[src/rtl/quad_step_decoder_pkg.sv]
// Shared types and command codes for the quadrature step decoder and its downstream counter.
package quad_step_decoder_pkg;

  typedef enum logic [1:0] {
    Q00 = 2'b00,
    Q01 = 2'b01,
    Q11 = 2'b11,
    Q10 = 2'b10
  } quad_state_e;

  localparam logic [1:0] CMD_HOLD = 2'b00;
  localparam logic [1:0] CMD_UP   = 2'b01;
  localparam logic [1:0] CMD_DN   = 2'b10;

  // Next Gray code in the clockwise (up) direction.
  function automatic logic [1:0] fwd_of(input quad_state_e s);
    case (s)
      Q00:     fwd_of = 2'b01;
      Q01:     fwd_of = 2'b11;
      Q11:     fwd_of = 2'b10;
      default: fwd_of = 2'b00;
    endcase
  endfunction

  function automatic logic [1:0] rev_of(input quad_state_e s);
    case (s)
      Q00:     rev_of = 2'b10;
      Q10:     rev_of = 2'b11;
      Q11:     rev_of = 2'b01;
      default: rev_of = 2'b00;
    endcase
  endfunction

endpackage

[src/rtl/quad_step_decoder_sync_debounce.sv]
// One encoder channel: 2-FF synchroniser followed by a stable-count debounce filter.
module sync_debounce #(
  parameter int DEB_CYCLES = 4,
  parameter int DEB_W      = 3
) (
  input  logic Clk,
  input  logic Rst,
  input  logic raw,
  output logic deb
);

  logic            sync_1;
  logic            sync_2;
  logic [DEB_W-1:0] cnt;

  always_ff @(posedge Clk or negedge Rst) begin
    if (!Rst) begin
      sync_1 <= 1'b0;
      sync_2 <= 1'b0;
      deb    <= 1'b0;
      cnt    <= '0;
    end else begin
      sync_1 <= raw;
      sync_2 <= sync_1;
      if (sync_2 == deb) begin
        cnt <= '0;
      end else if (cnt == DEB_W'(DEB_CYCLES - 1)) begin
        // Level held different for DEB_CYCLES consecutive cycles: accept it.
        deb <= sync_2;
        cnt <= '0;
      end else begin
        cnt <= cnt + DEB_W'(1);
      end
    end
  end

endmodule

[src/rtl/quad_step_decoder.sv]
// Rotary-encoder front end: debounced A/B channels drive a Gray-sequence
// direction FSM that emits registered up/down step commands.
//
//   state | meaning
//   Q00   | debounced {A,B} = 00
//   Q01   | debounced {A,B} = 01
//   Q11   | debounced {A,B} = 11
//   Q10   | debounced {A,B} = 10
module quad_step_decoder
  import quad_step_decoder_pkg::*;
#(
  parameter int DEB_CYCLES = 4,
  parameter int DEB_W      = 3
) (
  input  logic       Clk,
  input  logic       Rst,
  input  logic       A_raw,
  input  logic       B_raw,
  input  logic       Dec_En,
  input  logic       Clr_Err,
  output logic [1:0] X,
  output logic       En,
  output logic       Err_Flag
);

  logic        a_deb;
  logic        b_deb;
  logic [1:0]  deb_ab;
  quad_state_e state_q;
  quad_state_e state_d;
  logic        step_up;
  logic        step_dn;
  logic        illegal;
  logic [1:0]  x_d;
  logic        en_d;

  sync_debounce #(.DEB_CYCLES(DEB_CYCLES), .DEB_W(DEB_W)) u_deb_a (
    .Clk (Clk),
    .Rst (Rst),
    .raw (A_raw),
    .deb (a_deb)
  );

  sync_debounce #(.DEB_CYCLES(DEB_CYCLES), .DEB_W(DEB_W)) u_deb_b (
    .Clk (Clk),
    .Rst (Rst),
    .raw (B_raw),
    .deb (b_deb)
  );

  assign deb_ab = {a_deb, b_deb};

  always_ff @(posedge Clk or negedge Rst) begin
    if (!Rst) state_q <= Q00;
    else      state_q <= state_d;
  end

  // The FSM always tracks the debounced pair; Dec_En only gates the outputs.
  always_comb begin
    state_d = quad_state_e'(deb_ab);
    step_up = 1'b0;
    step_dn = 1'b0;
    illegal = 1'b0;
    if (deb_ab != state_q) begin
      if (deb_ab == fwd_of(state_q))      step_up = 1'b1;
      else if (deb_ab == rev_of(state_q)) step_dn = 1'b1;
      else                                illegal = 1'b1;
    end
    x_d  = CMD_HOLD;
    en_d = 1'b0;
    if (Dec_En && step_up) begin
      x_d  = CMD_UP;
      en_d = 1'b1;
    end else if (Dec_En && step_dn) begin
      x_d  = CMD_DN;
      en_d = 1'b1;
    end
  end

  always_ff @(posedge Clk or negedge Rst) begin
    if (!Rst) begin
      X        <= CMD_HOLD;
      En       <= 1'b0;
      Err_Flag <= 1'b0;
    end else begin
      X  <= x_d;
      En <= en_d;
      if (illegal)      Err_Flag <= 1'b1;
      else if (Clr_Err) Err_Flag <= 1'b0;
    end
  end

endmodule

[config.mk]
export PLATFORM = sky130hd
export DESIGN_NAME = quad_step_decoder
export DESIGN_NICKNAME = d
export VERILOG_FILES = /design/src/rtl/quad_step_decoder_pkg.sv /design/src/rtl/quad_step_decoder_sync_debounce.sv /design/src/rtl/quad_step_decoder.sv
export SDC_FILE = /design/constraint.sdc
export NUM_CORES = 1
export LEC_CHECK = 0
export ABC_AREA = 0
export CAP_MARGIN = 40
export CORE_UTILIZATION = 48
export CTS_BUF_LIST = sky130_fd_sc_hd__clkbuf_8
export DETAILED_ROUTE_END_ITERATION = 8
export PLACE_DENSITY = 0.75
export SYNTH_ARGS = -nofsm -noshare
export SYNTH_HDL_FRONTEND = slang
export SYNTH_HIERARCHICAL = 1
export SYNTH_SLANG_ARGS = --single-unit
[constraint.sdc]
create_clock -name Clk -period 1.1 [get_ports Clk]
set_input_delay 0.22 -clock Clk [delete_from_list [all_inputs] [get_ports Clk]]
set_output_delay 0.22 -clock Clk [all_outputs]
set_load 0.01 [all_outputs]
==> impl_results.md <==
* Grt met1 use at 17.69%
* Cell taking the most area after synthesis: dfrtp_1
* Leakage at 0.4148 nW
* First-pass GRT wire length at 1628 microns
* Sequential area share after synthesis at 67.67%
* Initial antenna violation count at 0
* Fin crit share at 102.3%
* Critical path startpoint category: register
* Vias in the first global route at 391
* Via count at 384
* N_diodes at 0
* DRC Markers at 0
* Seq cells post-synth at 18
* Buffers on Ports at 9
* Remaining antenna violation count after routing at 0
* Mapped cell area at 665.6 sq um
* Final Hold Fails at 0
* Hold WS at 302.1 ps
* Syn Inst Count at 42
* Die Width at 39.24 microns
* Core Footprint at 1301 sq um
* Initial core utilization at 51.15%
* Register area at 451.7 sq um
* Largest net degree at the start of global routing at 19
* Layout cells sized above 1 at 40.98%
* Worst min-delay path class: input pin to async pin
* Skew final at 1.633 ps
* Syn nets at 50
* Fillers at 107
* Routed Wire Length at 1051 microns
* Die area at 1540 sq um
* Count of final setup violators at 1
* Ports at 10
* Clock Latency Late Sink at 250 ps
* Via density per instance at 5.053
* Most frequent cells in the layout: dfrtp_1, buf_4, clkdlybuf4s50_1
* Total power at 2.485 mW
* Fin. max-slew vios at 0
* Ranking of synthesized cells by area: dfrtp_1, xnor2_1, nor3b_1, nor2b_4, ha_1
* Status: finished with violations
* CP max FO at 2
* Tmin final at 1126 ps
* Iteration-0 DRC Markers at 0
* Met2 Track Usage GR at 29.58%
* Gr busiest metal: met2
* GPL Wtd Cong at 0.6619
* Clk slew on worst S/H paths at 60 ps
* CTS H-tree lvls at 1
* Worst-margin pin slew at 336.8 ps
* Chip Height at 39.24 microns
* Setup WS post-layout at -25.62 ps
* Required @ worst endpoint at 1240 ps
* Fin nets at 70
* Hpwl dp at 679.1 microns
* Post-synth cell types at 12
* Most common cell after layout, fill and taps aside: dfrtp_1
* Multi-input gate area at 249.0 sq um
* Mean Syn Cell Area at 15.85 sq um
* Unrepaired setup endpoints after global routing: yes
* DRT Pass-1 Iters at 1
* Crit path DAT at 1260 ps
* Clock root cell: clkbuf_8
* Rows at 13
* Worst setup EP type: register
* Setup TNS at -25.62 ps
* Maximum VDD drop at 1.468 mV
* Clk sinks at 18
* Failing checks: negative setup slack
* Routed WL per cell at 13.83 microns
* Setup CP Type: register to register
* Pwr/cell area at 2750 nW/um^2
* GRT Overall Usage at 17.43%
* Max-Cap Viols at 0
* Yosys top cell area share at 67.67%
* CTS max path bufs at 2
* FMAX at 0.8884 GHz
* Area grow syn2layout at 35.71%
* Clock buffer count from CTS at 3
* Grt ovf at 0
* Ys Warns at 6
* Met3 usage at 5.202%
* Max_slew headroom at 77.38%
* CTS tree: built
worst max-delay path, cell delays in order, from the launching register on:
cell     delay [ps]
dfrtp_1         350
ha_2            190
nor2b_4         170
mux2_4          310
cell families (layout without fill, tap and decap cells):
kind of cell / Yosys count / after routing / synth area share, %
flops: 18 / 18 / 67.67
simple gates: 11 / 11 / 13.35
xor+xnor: 7 / 7 / 10.34
fa+ha+maj: 2 / 2 / 3.759
mux: 2 / 2 / 3.383
compound gates: 1 / 1 / 0.9405
buf+inv: 1 / 20 / 0.5634
registers in the layout (all words and copies together) (netlist names), 2 cells and up:
signal	flops
state_q	2
u_deb_a/cnt	3
u_deb_b/cnt	3
X	2
power breakdown:
part           total, mW  internal, mW  switching (mW)
clock              0.523         0.318           0.206
combinational      0.927         0.556           0.371
sequential          1.03         0.877           0.158
total               2.48          1.75           0.734
final timing paths:
| path | from | endpoint | slack (ps) | cells past startpoint |
|---|---|---|---|---|
| max in group asynchronous | Rst | u_deb_a/deb$_DFFE_PN0P_ | 600 | 2 |
| min in group Clk | u_deb_a/sync_1$_DFF_PN0_ | u_deb_a/sync_2$_DFF_PN0_ | 350 | 0 |
| worst min register to register | u_deb_a/sync_1$_DFF_PN0_ | u_deb_a/sync_2$_DFF_PN0_ | 350 | 0 |
| worst max register to register | u_deb_b/cnt[0]$_DFF_PN0_ | u_deb_b/deb$_DFFE_PN0P_ | -30 | 3 |
| worst max-delay path | u_deb_b/cnt[0]$_DFF_PN0_ | u_deb_b/deb$_DFFE_PN0P_ | -30 | 3 |
| worst min-delay path | Rst | X[1]$_DFF_PN0_ | 300 | 2 |
through the flow:
stage          instances  utilization (%)  worst slack, ps  cell area (sq um)
2_1_floorplan         42                -            24.04              665.6
3_3_place_gp          69            61.25            17.22              797.0
4_1_cts               75            67.60           -21.63              879.6
3_5_place_dp          69            61.25           -47.04              797.0
5_1_grt               76            69.42           -71.57              903.4
6_report              76            69.42           -25.62              903.4
cells in the mapped netlist:
cell type,number
dfrtp_1,18
nor3_1,2
nor3b_1,5
o22ai_1,1
inv_1,1
mux2_2,2
xnor2_1,6
and2_1,1
nor2b_4,2
ha_1,2
xor2_2,1
and3_2,1
what timing repair did:
| item | in CTS | in global routing |
|---|---|---|
| endpoints found under the hold margin | 0 | 0 |
| hold buffers | 0 | 0 |
| gates resized for setup | 12 | 7 |
| setup buffers | 2 | 1 |
| endpoints found under the setup margin | 7 | 7 |
| pin swaps | 2 | 0 |
cell type report:
type / instances / share of cell area (%)
clock buffer: 4 / 6.094
inverter: 1 / 0.4155
timing repair buffer: 15 / 13.85
sequential: 18 / 50.00
tap: 15 / 2.078
multi-input combinational: 23 / 27.56
layer usage:
layer | share of wire (%) | up-vias
met5 | 0 | -
li1 | - | 177
met3 | 4.9 | 4
met4 | 1.6 | 0
met1 | 40 | 191
met2 | 53 | 12
Note: power is estimated with default switching activity, not from simulation.
